[src/rtl/axi4_lite_pkg.sv]
// AXI4-Lite shared definitions: response codes and the initiator FSM encoding.
// Reused by the slave-side wrappers.
package axi4_lite_pkg;

   typedef enum logic [1:0] {
      RESP_OKAY   = 2'b00,
      RESP_EXOKAY = 2'b01,
      RESP_SLVERR = 2'b10,
      RESP_DECERR = 2'b11
   } resp_e;

   typedef enum logic [2:0] {
      ST_IDLE,
      ST_WR_REQ,
      ST_WR_RESP,
      ST_RD_REQ,
      ST_RD_DATA
   } state_e;

   // SLVERR and DECERR both have the upper bit set
   function automatic logic resp_is_err(input logic [1:0] resp);
      return resp[1];
   endfunction

endpackage

[src/rtl/axi4_lite_master.sv]
// AXI4-Lite initiator: one outstanding load/store from the core, mapped onto
// the AW/W/B and AR/R channels. All outputs registered except oREADY.
module axi4_lite_master
   import axi4_lite_pkg::*;
#(
   parameter int          ADDR_WIDTH = 32,
   parameter int          DATA_WIDTH = 32,
   parameter logic [2:0]  PROT       = 3'b000
) (
   input  logic                      iCLK,
   input  logic                      iRST,
   input  logic                      iREQ,
   input  logic                      iWE,
   input  logic [ADDR_WIDTH-1:0]     iADDR,
   input  logic [DATA_WIDTH-1:0]     iWDATA,
   input  logic [DATA_WIDTH/8-1:0]   iWSTRB,
   output logic                      oREADY,
   output logic                      oDONE,
   output logic [DATA_WIDTH-1:0]     oRDATA,
   output logic [1:0]                oRESP,
   output logic                      oERR,
   output logic                      m_AWVALID,
   input  logic                      m_AWREADY,
   output logic [ADDR_WIDTH-1:0]     m_AWADDR,
   output logic [2:0]                m_AWPROT,
   output logic                      m_WVALID,
   input  logic                      m_WREADY,
   output logic [DATA_WIDTH-1:0]     m_WDATA,
   output logic [DATA_WIDTH/8-1:0]   m_WSTRB,
   input  logic                      m_BVALID,
   output logic                      m_BREADY,
   input  logic [1:0]                m_BRESP,
   output logic                      m_ARVALID,
   input  logic                      m_ARREADY,
   output logic [ADDR_WIDTH-1:0]     m_ARADDR,
   output logic [2:0]                m_ARPROT,
   input  logic                      m_RVALID,
   output logic                      m_RREADY,
   input  logic [DATA_WIDTH-1:0]     m_RDATA,
   input  logic [1:0]                m_RRESP
);

   state_e                    state_q, state_d;
   logic                      awv_q, awv_d;
   logic                      wv_q, wv_d;
   logic                      bready_q, bready_d;
   logic                      arv_q, arv_d;
   logic                      rready_q, rready_d;
   logic                      aw_done_q, aw_done_d;
   logic                      w_done_q, w_done_d;
   logic                      done_q, done_d;
   logic                      err_q, err_d;
   logic [1:0]                resp_q, resp_d;
   logic [DATA_WIDTH-1:0]     rdata_q, rdata_d;
   logic [ADDR_WIDTH-1:0]     addr_q, addr_d;
   logic [DATA_WIDTH-1:0]     wdata_q, wdata_d;
   logic [DATA_WIDTH/8-1:0]   wstrb_q, wstrb_d;

   always_ff @(posedge iCLK or negedge iRST) begin
      if (!iRST) begin
         state_q   <= ST_IDLE;
         awv_q     <= 1'b0;
         wv_q      <= 1'b0;
         bready_q  <= 1'b0;
         arv_q     <= 1'b0;
         rready_q  <= 1'b0;
         aw_done_q <= 1'b0;
         w_done_q  <= 1'b0;
         done_q    <= 1'b0;
         err_q     <= 1'b0;
         resp_q    <= '0;
         rdata_q   <= '0;
         addr_q    <= '0;
         wdata_q   <= '0;
         wstrb_q   <= '0;
      end else begin
         state_q   <= state_d;
         awv_q     <= awv_d;
         wv_q      <= wv_d;
         bready_q  <= bready_d;
         arv_q     <= arv_d;
         rready_q  <= rready_d;
         aw_done_q <= aw_done_d;
         w_done_q  <= w_done_d;
         done_q    <= done_d;
         err_q     <= err_d;
         resp_q    <= resp_d;
         rdata_q   <= rdata_d;
         addr_q    <= addr_d;
         wdata_q   <= wdata_d;
         wstrb_q   <= wstrb_d;
      end
   end

   always_comb begin
      state_d   = state_q;
      awv_d     = awv_q;
      wv_d      = wv_q;
      bready_d  = bready_q;
      arv_d     = arv_q;
      rready_d  = rready_q;
      aw_done_d = aw_done_q;
      w_done_d  = w_done_q;
      done_d    = 1'b0;
      err_d     = 1'b0;
      resp_d    = resp_q;
      rdata_d   = rdata_q;
      addr_d    = addr_q;
      wdata_d   = wdata_q;
      wstrb_d   = wstrb_q;
      unique case (state_q)
         ST_IDLE: begin
            if (iREQ) begin
               addr_d = iADDR;
               if (iWE) begin
                  wdata_d   = iWDATA;
                  wstrb_d   = iWSTRB;
                  awv_d     = 1'b1;
                  wv_d      = 1'b1;
                  aw_done_d = 1'b0;
                  w_done_d  = 1'b0;
                  state_d   = ST_WR_REQ;
               end else begin
                  arv_d   = 1'b1;
                  state_d = ST_RD_REQ;
               end
            end
         end
         ST_WR_REQ: begin
            if (awv_q && m_AWREADY) begin
               awv_d     = 1'b0;
               aw_done_d = 1'b1;
            end
            if (wv_q && m_WREADY) begin
               wv_d     = 1'b0;
               w_done_d = 1'b1;
            end
            // both channels may finish in the same cycle
            if (aw_done_d && w_done_d) begin
               aw_done_d = 1'b0;
               w_done_d  = 1'b0;
               bready_d  = 1'b1;
               state_d   = ST_WR_RESP;
            end
         end
         ST_WR_RESP: begin
            if (bready_q && m_BVALID) begin
               bready_d = 1'b0;
               resp_d   = m_BRESP;
               err_d    = resp_is_err(m_BRESP);
               done_d   = 1'b1;
               state_d  = ST_IDLE;
            end
         end
         ST_RD_REQ: begin
            if (arv_q && m_ARREADY) begin
               arv_d    = 1'b0;
               rready_d = 1'b1;
               state_d  = ST_RD_DATA;
            end
         end
         ST_RD_DATA: begin
            if (rready_q && m_RVALID) begin
               rready_d = 1'b0;
               rdata_d  = m_RDATA;
               resp_d   = m_RRESP;
               err_d    = resp_is_err(m_RRESP);
               done_d   = 1'b1;
               state_d  = ST_IDLE;
            end
         end
         default: state_d = ST_IDLE;
      endcase
   end

   assign oREADY    = (state_q == ST_IDLE);
   assign oDONE     = done_q;
   assign oERR      = err_q;
   assign oRESP     = resp_q;
   assign oRDATA    = rdata_q;
   assign m_AWVALID = awv_q;
   assign m_AWADDR  = addr_q;
   assign m_AWPROT  = PROT;
   assign m_WVALID  = wv_q;
   assign m_WDATA   = wdata_q;
   assign m_WSTRB   = wstrb_q;
   assign m_BREADY  = bready_q;
   assign m_ARVALID = arv_q;
   assign m_ARADDR  = addr_q;
   assign m_ARPROT  = PROT;
   assign m_RREADY  = rready_q;

endmodule

[config.mk]
export PLATFORM = sky130hd
export DESIGN_NAME = axi4_lite_master
export DESIGN_NICKNAME = d
export VERILOG_FILES = /design/src/rtl/axi4_lite_pkg.sv /design/src/rtl/axi4_lite_master.sv
export SDC_FILE = /design/constraint.sdc
export NUM_CORES = 1
export LEC_CHECK = 0
export CAP_MARGIN = 0
export CORE_ASPECT_RATIO = 0.6
export CORE_MARGIN = 2
export CORE_UTILIZATION = 35
export CTS_CLUSTER_SIZE = 10
export DETAILED_ROUTE_END_ITERATION = 6
export PLACE_DENSITY = 0.79
export SLEW_MARGIN = 20
export SYNTH_ARGS = -nofsm -noshare
export SYNTH_HDL_FRONTEND = slang
export SYNTH_SLANG_ARGS = --single-unit
[constraint.sdc]
create_clock -name iCLK -period 1.7 [get_ports iCLK]
set_input_delay 0.34 -clock iCLK [delete_from_list [all_inputs] [get_ports iCLK]]
set_output_delay 0.34 -clock iCLK [all_outputs]
set_load 0.01 [all_outputs]
-- Word level (Yosys, flattened, before mapping)
Index checks and enable logic that the tools add are counted.
- logic and storage cells: 93
- latch bits: 0
- bits in writable memories: 0
- register bits: 114
- input port bits: 113
- ROM bits: 0
- output and inout port bits: 148
- memories: 0
- div/mod/pow operators: 0
- order comparisons: 0
- equality and inequality tests: 13
- mux-type cells: 42
- add/subtract/negate cells: 0
- bitwise gates (word level): 0
- reduce and logical (&&, ||, !) cells: 23
- shifts and indexed selects: 0
- multipliers: 0
- operators by type and width (operator ; count):
    two-way mux 1 bit ; 23
    != test 2 bit, second input constant ; 9
    case mux 1 bit (2 select lines) ; 9
    two-way mux 3 bit ; 5
    case mux 3 bit (5 select lines) ; 1
    AND reduction 3 bit ; 5
    AND reduction 4 bit ; 3
    nonzero test 2 bit ; 5
    == test 3 x 2 -> 1 bit, second input constant ; 2
    logical AND 1 bit ; 6
    two-way mux 2 bit ; 3
    AND reduction 5 bit ; 1
    case mux 2 bit (2 select lines) ; 1
    AND reduction 2 bit ; 2
    == test 3 x 1 -> 1 bit, second input constant ; 1
    == test 3 bit, second input constant ; 1
    logical NOT 3 bit ; 1

-- Depth between registers and ports, before layout
- depth after elaboration: 6
- mapped depth: 7
- depth with buffers taken out: 4

-- Worst setup path before layout
Ideal clock, no wire load.
- path type: register to register
- start: reg state_q[2]
- end: reg rdata_q[10] (netlist: oRDATA[10])
- clock period less this slack: 1.811 ns
- setup time: 0.125 ns
- data required time: 1.575 ns
- slack: -0.111 ns
- path buffers: 2
- arrival time: 1.687 ns
- cell stages (with the launch flop): 6
- cells stage by stage: dfrtp_1 > buf_4 > or3b_2 > nor2_2 > buf_6 > mux2_2
- cells in the longest elaborated chain, start to end: 2
- RTL lines (element ; line ; text):
    start: declaration ; axi4_lite_master.sv:43 ; state_e state_q, state_d;
    start signal: assignment ; axi4_lite_master.sv:77 ; state_q <= state_d;
    == test 3 bit ; axi4_lite_master.sv:111 ; unique case (state_q)
    AND reduction 2 bit (no line) ; -- ;
    end signal: assignment ; axi4_lite_master.sv:88 ; rdata_q <= rdata_d;
    end: declaration ; axi4_lite_master.sv:54 ; logic [DATA_WIDTH-1:0] rdata_q, rdata_d;
Every way passes these cells.
A chain may end at the register's enable or synchronous reset.

-- Worst setup path after layout
- start: reg state_q[2]
- end: reg rdata_q[13] (netlist: oRDATA[13])
The elaborated chain is that of the path after synthesis.

==> flow_summary.yaml <==
placed_design:
  gp_congestion: 0.781
  numPortBuffers: 254
  dpl.hpwl_microns: 9200
  dpl-instance-area_sq_um: 7360
final_layout:
  multi_input_area_sq_um: 1580
  design_area_sq_um: 8480
  fill_cells: 947
  area_growth_pct: 80.5
  seqCellArea_sq_um: 2850
  drive_above_1_share: 0.289
  nets: 703
  n_antenna_cell: 0
worst_setup_path:
  worstPathArrival_ps: 1980
  crit_required_ps: 1990
  r2r-end: "oRDATA[13]"
  r2r_cells: 5
  crit_fanout: 9
  r2r_start: "state_q[2]"
  cpMaxStageDelayCell: "or3b_4"
  endpoint_kind: "register"
  slowest_delay_ps: 420
  r2r_slack_ps: 1
  criticalPathCategory: "register to register"
  cp-start-kind: "register"
  crit_path_cell_trace: "or3b_4 > nor2_4 > buf_12 > clkbuf_16 > mux2_2"
route:
  viasPerCell: 4.53
  route.antenna.remaining_nets: 0
  drt-initial-drc-count: 126
  wl_per_cell_microns: 17.1
  drc: 0
  vias: 3502
  first_pass_iters: 6
  wl_microns: 13200
synthesis:
  yosysTopAreaCell: "dfrtp_1"
  ys_ff_latch: 114
  syn_inst: 327
  ys_seq_area_frac: 0.607
  syn-cell-area_sq_um: 4700
  ys_top_cells_by_area: "dfrtp_1 (61%), mux2_2 (22%), buf_4 (6.2%), mux2_1 (1.7%), nand2_1 (1.3%)"
  synth_cell_types: 29
  yosysTopAreaCellShare: 0.607
  yosys_warnings: 0
  avgSynthCellArea_sq_um: 14.4
sta:
  skew_ps: 11.1
  fin_crit_sh: 0.999
  timing.fmax_mhz: 589
  finalSetupViolations: 0
  slew_violations: 0
  setup_tns_ps: 0
  rsz0062_at_grt: "yes"
  layout_min_cycle_time_ps: 1700
  hold_viol: 0
floorplan:
  die-area_sq_um: 14400
  die_w_microns: 154
  die_h_microns: 93.8
  num_io_pins: 261
  rows: 32
  core_sq_um: 13000
  start_util: 0.362
power_and_ir_drop:
  leakagePower_nw: 4.29
  cellPowerDensity_nw_per_um2: 1750
  ir_drop_mv: 0.892
status:
  outcome: "complete, no violations"
global_routing:
  antenna_found_initial: 0
  grt.total_usage: 0.170
  grt_pass1_wl_microns: 19000
  grt_max_degree: 58
  grt_pass1_vias: 3782
  gr-total-overflow: 0
clock_network:
  cts_sinks: 114
  cts_tree: "yes"
  root_buffer: "clkbuf_16"
  clkSlewWorstSetupHoldPaths_ps: 60
  clk_latency_ps: 400
  htreeDepth: 4
  clockBufferDepth: 2
  cts-buffers-inserted: 17
worst_hold_path:
  hold_path.class: "primary input to asynchronous set/reset pin"
flow_run:
  maxCapViolations: 0
-- routing by layer --
| metal | vias to the layer above | share of wire | track usage | wire, microns |
|---|---|---|---|---|
| met5 | - | 0 | 0 | 0 |
| met4 | 0 | 0.012 | 0.0566 | 156 |
| met3 | 18 | 0.075 | 0.0687 | 994 |
| met2 | 152 | 0.48 | 0.298 | 6370 |
| met1 | 1713 | 0.43 | 0.190 | 5690 |
| li1 | 1619 | - | - | - |
-- layout make-up --
cell class              instances  area share
repair buffers                291       0.375
well taps                     170      0.0251
multi-input cells             165       0.187
clock inverters                13      0.0245
clock buffers                  19      0.0522
flip-flops and latches        114       0.336
inverters                       1    0.000443
-- stage by stage --
stage	cells	hold WS, ps	util	worst slack (ps)	power [W]
2_1_floorplan	332	44.4	-	-45.6	0.00757
3_3_place_gp	725	190	0.568	-184	0.0109
3_5_place_dp	725	197	0.568	-200	0.0111
4_1_cts	758	308	0.617	0.243	0.0150
5_1_grt	773	324	0.654	-45.4	0.0156
6_report	773	319	0.654	1.48	0.0148
-- cells in the final DEF, fill, tap and decap left out, drive strengths merged, types with 3 or more instances in the layout --
master	Yosys	routed
a21oi	10	10
buf	47	31
bufinv	0	5
clkbuf	5	26
clkdlybuf4s50	0	184
clkinv	0	3
clkinvlp	0	4
conb	1	6
dfrtp	114	114
dlygate4sd2	0	10
dlymetal6s2s	0	58
mux2	100	100
nand2	16	16
nand3b	3	3
nor2	8	8
nor4b	3	3
-- state kept, by name, indices dropped and copies added (netlist names) --
register	flops
oRESP	2
oERR	1
m_ARVALID	1
m_WVALID	1
oRDATA	32
oDONE	1
m_BREADY	1
m_ARADDR	32
m_RREADY	1
m_AWVALID	1
m_WDATA	32
m_WSTRB	4
state_q	3
w_done_q	1
aw_done_q	1
-- power by group --
part	internal [W]	switching, W
Clock	0.00264	0.00125
Combinational	0.00394	0.00233
Sequential	0.00392	0.000749
Total	0.0105	0.00434
-- worst max-delay path: cells and delay by family (launching register included) --
kind / cells / cell delay [ps]
buffers and inverters: 2 / 310
multiplexers: 1 / 330
flip-flops: 1 / 400
AND/OR/NAND/NOR: 2 / 550
-- synthesized netlist by cell type, drive strengths merged --
library cell	count
a21o	2
a21oi	10
a221o	2
a221oi	1
a22o	1
and3	2
buf	47
clkbuf	5
conb	1
dfrtp	114
inv	1
mux2	100
nand2	16
nand3	2
nand3b	3
nor2	8
nor2b	1
nor3	2
nor3b	1
nor4b	3
o21ai	2
o22ai	1
or2	1
or3b	1
-- worst max path at each step --
stage	startpoint	endpoint	slack [ps]	depth (start not counted)
floorplan	state_q[2]	m_WDATA[24]	-50	6
global placement	iREQ	m_WDATA[29]	-180	5
detailed placement	iREQ	m_ARADDR[17]	-200	4
CTS	m_ARADDR[4]	m_ARADDR[4]	0.2	1
global route	state_q[2]	m_WDATA[28]	-50	6
finish	state_q[2]	oRDATA[13]	1	5
-- cell families after synthesis --
family	after synthesis	synth area share
muxes	100	0.240
AOI/OAI and AO/OA	19	0.0253
buffers and inverters	53	0.0809
other	1	0.000798
DFF	114	0.607
and+or+nand+nor	40	0.0463
-- repair_timing --
action,in CTS,in global routing
hold endpoints to repair,9,0
setup endpoints to repair,32,160
hold buffers,1,0
resized for setup,15,75
pin swaps,1,4
setup buffers,0,5
gates cloned,0,10
Power figures use the tool's default switching activity.
